### config.mk
export PLATFORM = sky130hd
export DESIGN_NAME = management_tx_byte_packer
export DESIGN_NICKNAME = d
export VERILOG_FILES = /design/src/rtl/management_tx_byte_packer_pkg.sv /design/src/rtl/management_tx_byte_packer.sv
export SDC_FILE = /design/constraint.sdc
export NUM_CORES = 1
export LEC_CHECK = 0
export CORE_ASPECT_RATIO = 1.5
export CORE_UTILIZATION = 45
export DETAILED_ROUTE_END_ITERATION = 16
export DONT_BUFFER_PORTS = 1
export PLACE_DENSITY = 0.64
export SYNTH_ARGS = -nofsm -noshare
export SYNTH_HDL_FRONTEND = slang
export SYNTH_SLANG_ARGS = --single-unit
### constraint.sdc
create_clock -name sys_clk -period 3.42 [get_ports sys_clk]
set_input_delay 1.026 -clock sys_clk [delete_from_list [all_inputs] [get_ports sys_clk]]
set_output_delay 1.026 -clock sys_clk [all_outputs]
set_load 0.02 [all_outputs]
### src/rtl/management_tx_byte_packer_pkg.sv
// Shared management definitions: frame length sizing, default frame limit and
// the byte packer state encoding.
package management_tx_byte_packer_pkg;

    localparam int MGMT_FRAME_LEN_BITS = 11;
    localparam int MGMT_MAX_FRAME_LEN  = 1522;

    typedef logic [MGMT_FRAME_LEN_BITS-1:0] frame_len_t;

    typedef enum logic [1:0] {
        PK_IDLE   = 2'd0,
        PK_SHIFT  = 2'd1,
        PK_COMMIT = 2'd2
    } packer_state_e;

    // Out-of-range byte counts (0, 5..7) mean a full word.
    function automatic logic [2:0] norm_byte_count(input logic [2:0] raw);
        logic [2:0] cnt;
        if ((raw == 3'd0) || (raw > 3'd4)) begin
            cnt = 3'd4;
        end else begin
            cnt = raw;
        end
        return cnt;
    endfunction

endpackage

### src/rtl/management_tx_byte_packer.sv
// Serializes 32-bit management-bus frame writes into the byte-wide push port of
// the TX CDC FIFO, keeping commits separate from pushes and frames bounded.
module management_tx_byte_packer
    import management_tx_byte_packer_pkg::*;
#(
    parameter int MAX_FRAME_LEN = MGMT_MAX_FRAME_LEN
) (
    input  logic        sys_clk,
    input  logic        rst,
    input  logic        bus_wr_en,
    input  logic [31:0] bus_wr_data,
    input  logic [2:0]  bus_wr_bytes,
    input  logic        bus_commit,
    output logic        bus_busy,
    output logic        wr_en,
    output logic [7:0]  wr_data,
    output logic        wr_commit,
    output logic [10:0] frame_len,
    input  logic        err_clear,
    output logic        err_overlength,
    output logic        err_dropped
);

    localparam frame_len_t MAX_LEN_C = frame_len_t'(MAX_FRAME_LEN);

    packer_state_e state_r;
    packer_state_e state_nxt_s;
    logic [31:0]   shift_r;
    logic [31:0]   shift_nxt_s;
    logic [2:0]    remain_r;
    logic [2:0]    remain_nxt_s;
    logic          commit_pend_r;
    logic          commit_pend_nxt_s;
    frame_len_t    frame_len_r;
    frame_len_t    frame_len_nxt_s;
    logic          wr_en_r;
    logic          wr_en_nxt_s;
    logic [7:0]    wr_data_r;
    logic [7:0]    wr_data_nxt_s;
    logic          wr_commit_r;
    logic          wr_commit_nxt_s;
    logic          bus_busy_r;
    logic          bus_busy_nxt_s;
    logic          err_ovl_r;
    logic          err_ovl_nxt_s;
    logic          err_drop_r;
    logic          err_drop_nxt_s;
    logic          accept_wr_s;
    logic          accept_cm_s;
    logic          drop_set_s;
    logic          ovl_set_s;

    // Next-state, datapath and registered-output computation.
    always_comb begin
        accept_wr_s       = bus_wr_en & ~bus_busy_r;
        accept_cm_s       = bus_commit & ~bus_wr_en & ~bus_busy_r;
        drop_set_s        = (bus_wr_en | bus_commit) & bus_busy_r;
        // A SHIFT cycle without a push means the byte fell beyond the limit.
        ovl_set_s         = (state_r == PK_SHIFT) & ~wr_en_r;

        state_nxt_s       = state_r;
        shift_nxt_s       = shift_r;
        remain_nxt_s      = remain_r;
        commit_pend_nxt_s = commit_pend_r;

        if (state_r == PK_COMMIT) begin
            frame_len_nxt_s = '0;
        end else if (wr_en_r) begin
            frame_len_nxt_s = frame_len_r + 11'd1;
        end else begin
            frame_len_nxt_s = frame_len_r;
        end

        case (state_r)
            PK_IDLE: begin
                if (accept_wr_s) begin
                    state_nxt_s       = PK_SHIFT;
                    shift_nxt_s       = bus_wr_data;
                    remain_nxt_s      = norm_byte_count(bus_wr_bytes);
                    commit_pend_nxt_s = bus_commit;
                end else if (accept_cm_s && (frame_len_nxt_s != 11'd0)) begin
                    state_nxt_s = PK_COMMIT;
                end else begin
                    state_nxt_s = PK_IDLE;
                end
            end
            PK_SHIFT: begin
                if (remain_r > 3'd1) begin
                    shift_nxt_s  = {shift_r[23:0], 8'h00};
                    remain_nxt_s = remain_r - 3'd1;
                end else if (commit_pend_r) begin
                    state_nxt_s       = PK_COMMIT;
                    shift_nxt_s       = 32'h0000_0000;
                    remain_nxt_s      = 3'd0;
                    commit_pend_nxt_s = 1'b0;
                end else if (accept_wr_s) begin
                    // Last-byte cycle is not busy, so the next word chains in.
                    shift_nxt_s       = bus_wr_data;
                    remain_nxt_s      = norm_byte_count(bus_wr_bytes);
                    commit_pend_nxt_s = bus_commit;
                end else if (accept_cm_s && (frame_len_nxt_s != 11'd0)) begin
                    state_nxt_s  = PK_COMMIT;
                    shift_nxt_s  = 32'h0000_0000;
                    remain_nxt_s = 3'd0;
                end else begin
                    state_nxt_s  = PK_IDLE;
                    shift_nxt_s  = 32'h0000_0000;
                    remain_nxt_s = 3'd0;
                end
            end
            PK_COMMIT: begin
                state_nxt_s = PK_IDLE;
            end
            default: begin
                state_nxt_s       = PK_IDLE;
                shift_nxt_s       = 32'h0000_0000;
                remain_nxt_s      = 3'd0;
                commit_pend_nxt_s = 1'b0;
            end
        endcase

        if ((state_nxt_s == PK_SHIFT) && (frame_len_nxt_s < MAX_LEN_C)) begin
            wr_en_nxt_s   = 1'b1;
            wr_data_nxt_s = shift_nxt_s[31:24];
        end else begin
            wr_en_nxt_s   = 1'b0;
            wr_data_nxt_s = 8'h00;
        end

        if (state_nxt_s == PK_COMMIT) begin
            wr_commit_nxt_s = 1'b1;
            bus_busy_nxt_s  = 1'b1;
        end else if (state_nxt_s == PK_SHIFT) begin
            wr_commit_nxt_s = 1'b0;
            bus_busy_nxt_s  = (remain_nxt_s > 3'd1) | commit_pend_nxt_s;
        end else begin
            wr_commit_nxt_s = 1'b0;
            bus_busy_nxt_s  = 1'b0;
        end

        if (ovl_set_s) begin
            err_ovl_nxt_s = 1'b1;
        end else if (err_clear) begin
            err_ovl_nxt_s = 1'b0;
        end else begin
            err_ovl_nxt_s = err_ovl_r;
        end

        if (drop_set_s) begin
            err_drop_nxt_s = 1'b1;
        end else if (err_clear) begin
            err_drop_nxt_s = 1'b0;
        end else begin
            err_drop_nxt_s = err_drop_r;
        end
    end

    // State, shifter and output registers.
    always_ff @(posedge sys_clk or posedge rst) begin
        if (rst) begin
            state_r       <= PK_IDLE;
            shift_r       <= 32'h0000_0000;
            remain_r      <= 3'd0;
            commit_pend_r <= 1'b0;
            frame_len_r   <= 11'd0;
            wr_en_r       <= 1'b0;
            wr_data_r     <= 8'h00;
            wr_commit_r   <= 1'b0;
            bus_busy_r    <= 1'b0;
            err_ovl_r     <= 1'b0;
            err_drop_r    <= 1'b0;
        end else begin
            state_r       <= state_nxt_s;
            shift_r       <= shift_nxt_s;
            remain_r      <= remain_nxt_s;
            commit_pend_r <= commit_pend_nxt_s;
            frame_len_r   <= frame_len_nxt_s;
            wr_en_r       <= wr_en_nxt_s;
            wr_data_r     <= wr_data_nxt_s;
            wr_commit_r   <= wr_commit_nxt_s;
            bus_busy_r    <= bus_busy_nxt_s;
            err_ovl_r     <= err_ovl_nxt_s;
            err_drop_r    <= err_drop_nxt_s;
        end
    end

    assign bus_busy       = bus_busy_r;
    assign wr_en          = wr_en_r;
    assign wr_data        = wr_data_r;
    assign wr_commit      = wr_commit_r;
    assign frame_len      = frame_len_r;
    assign err_overlength = err_ovl_r;
    assign err_dropped    = err_drop_r;

endmodule

==> run metrics <==
Resized cells post-CTS 0; critical path peak fanout 11; vias in the first global route approximately 2200; Longest Clk Path Bufs 2; Post-Syn Instances 290; EDFF count, synth 0; Setup Skew 8.66 ps; GRT overflow 0; 1st-iter DRT viols approximately 130; pre-CTS setup slack roughly 700 ps; gr usage total 0.211; remaining antenna violation count 0; Post-CTS Setup Repair Bufs 0; Core Area around 0.0063 mm^2; unique cell type count in the Yosys netlist 56; Pre-antenna DRT Iters 4; Slew Limit Headroom 0.431; final critical-path setup slack around 670 ps; # IOs between 60 and 70; crit path time final around 2700 ps; initial antenna violation count 0; status completed; FP Rows 35; post-detail-place hpwl 4.83 mm; wire length per cell ~19 um; RSZ-0062 raised after global routing false; routed wire length between 6 and 7 mm; DR vias 2207; kind of critical path reg2reg; Worst-Margin Slew 853 ps; peak supply drop slightly above 0.0005 V; # DRC 0; hold buffers post-CTS 0; pwr dens a little over 1000 mW/mm^2; Sink Count between 60 and 70; Arr. time, crit path between 2000 and 3000 ps; synth warn 0; clock transition at the registers of the reported paths 60 ps; CTS tree yes; P_leak around 1.5 nW; Die Wd between 60 and 70 um; WP data required between 3000 and 4000 ps; Critical Path End Type flop; Syn Nets about 330; Syn Area/Cell between 10 and 15 um^2; final hold violations 0; Synth Flop Type dfrtp_1; CTS H-tree depth 3; FFs w/ async S/R, synth 1.00; share of post-route cells with drive strength above 1 0.111; Die Y-Extent roughly 100 um; Max Cap Viol 0; clk_lat worst skew between 300 and 400 ps; clk root buf clkbuf_8; diode count 0; #FFs+latches synth 62; Setup Total Neg Slack 0 ps; HP Class reg2reg; final setup fails 0; Seq/Total Area, Yosys 0.524; nets@finish between 300 and 400; via-per-instance ratio 6.11; Achievable Freq 364 MHz; die area roughly 0.0069 mm^2; area growth from synthesis to layout 8.53%; Power Total roughly 3.3 mW; pin count of the biggest net entering global routing 35; Post-Syn Area ~0.0030 mm^2; CTS buffer count 9; Final Max Slew Viols 0; WHS slightly below 500 ps; critical path launch point type flop; first-pass GRT wire length between 10 and 15 mm; Port Buffer Count 0; GPL Wtd Cong between 0.7 and 0.8; post-route clock period utilization 0.804; Starting Density 0.473
[layer usage]
metal	up-vias	GRT usage	part of all wire
met5	-	0	0
met4	0	0.106	0.013
met3	7	0.0563	0.070
met2	66	0.357	0.52
met1	1092	0.238	0.40
li1	1042	-	-
[cell type report]
type / count / area [um^2]
timing repair buffer: 4 / 30.0
fill: 583 / 3050
sequential: 62 / 1550
inverter: 23 / 86.3
clock inverter: 4 / 70.1
tap: 74 / 92.6
multi-input combinational: 183 / 1230
clock buffer: 11 / 151
[report_power, final]
part | leakage [nW] | internal, mW | switching, mW | total [mW]
sequential | 0.808 | 1.02 | 0.402 | 1.42
combinational | 0.542 | 0.440 | 0.680 | 1.12
clock | 0.115 | 0.444 | 0.269 | 0.713
[cell families after synthesis]
group	Yosys count	synth area share
XOR/XNOR	10	0.0296
adder cells (fa/ha/maj)	4	0.0169
multiplexers	3	0.0101
buffers and inverters	45	0.0621
AO/OA/AOI/OAI	81	0.213
AND/OR/NAND/NOR	85	0.145
flip-flops	62	0.524
[stage by stage]
stage | instances | instance area (um^2) | util
2_1_floorplan | 290 | 2960 | -
3_3_place_gp | 346 | 2990 | 0.478
3_5_place_dp | 346 | 2990 | 0.478
4_1_cts | 361 | 3220 | 0.513
5_1_grt | 361 | 3220 | 0.513
6_report | 361 | 3220 | 0.513
[worst max-delay path, stage by stage, from the launching register on]
cell	delay [ps]
dfrtp_1	630
ha_1	480
nand3_1	180
or4_1	500
a21oi_1	220
a41oi_1	190
o21ai_2	330
nor2_1	80
[cell usage after synthesis, types with 4 or more instances]
library cell  instances  share of area
nand2_1              22          0.028
nor2_1               25          0.032
inv_1                23          0.029
a21oi_1               8          0.014
nor3_1                6          0.010
a22o_1                8          0.024
xnor2_1               4          0.012
a22oi_1              12          0.030
o21ai_0              16          0.027
xor2_1                6          0.018
ha_1                  4          0.017
a222oi_1             12          0.041
or4_1                 4          0.010
nand3_1               5         0.0084
dfrtp_1              62           0.52
nand4_1               4         0.0084
clkbuf_1             15          0.019
[final timing paths]
path,from,endpoint,slack (ps),cells past startpoint
worst min register to register,shift_r[11],shift_r[11],480,2
worst max register to register,frame_len[0],wr_data[1],670,7
min in group asynchronous,rst,wr_data[5],680,1
max in group asynchronous,rst,shift_r[12],1990,2
worst max-delay path,frame_len[0],wr_data[1],670,7
worst min-delay path,shift_r[11],shift_r[11],480,2
[sequential cells by signal (all words and copies together), names as in the netlist, 2 cells and up]
| register | cells |
|---|---|
| shift_r | 32 |
| frame_len | 11 |
| wr_data | 8 |
| remain_r | 3 |
| state_r | 2 |
[cell usage in the layout (no fill, tap or decap), types with 2 or more instances in the layout]
cell type / instances
mux2i_1: 3
a22oi_1: 12
inv_1: 22
nor3b_1: 3
clkinv_2: 2
xnor2_1: 4
nand3_1: 5
a21oi_1: 7
or4_1: 4
nor3_1: 6
a222oi_1: 12
o21ai_0: 16
nand4_1: 4
ha_1: 4
nand2_1: 22
xor2_1: 6
a32oi_1: 2
o41a_1: 2
nor4b_1: 2
a22o_1: 8
a311oi_1: 2
bufinv_16: 2
clkbuf_8: 11
dfrtp_1: 62
or2_2: 2
nor2_1: 24
o31ai_1: 3
buf_4: 4
(Power assumes the default switching activity.)
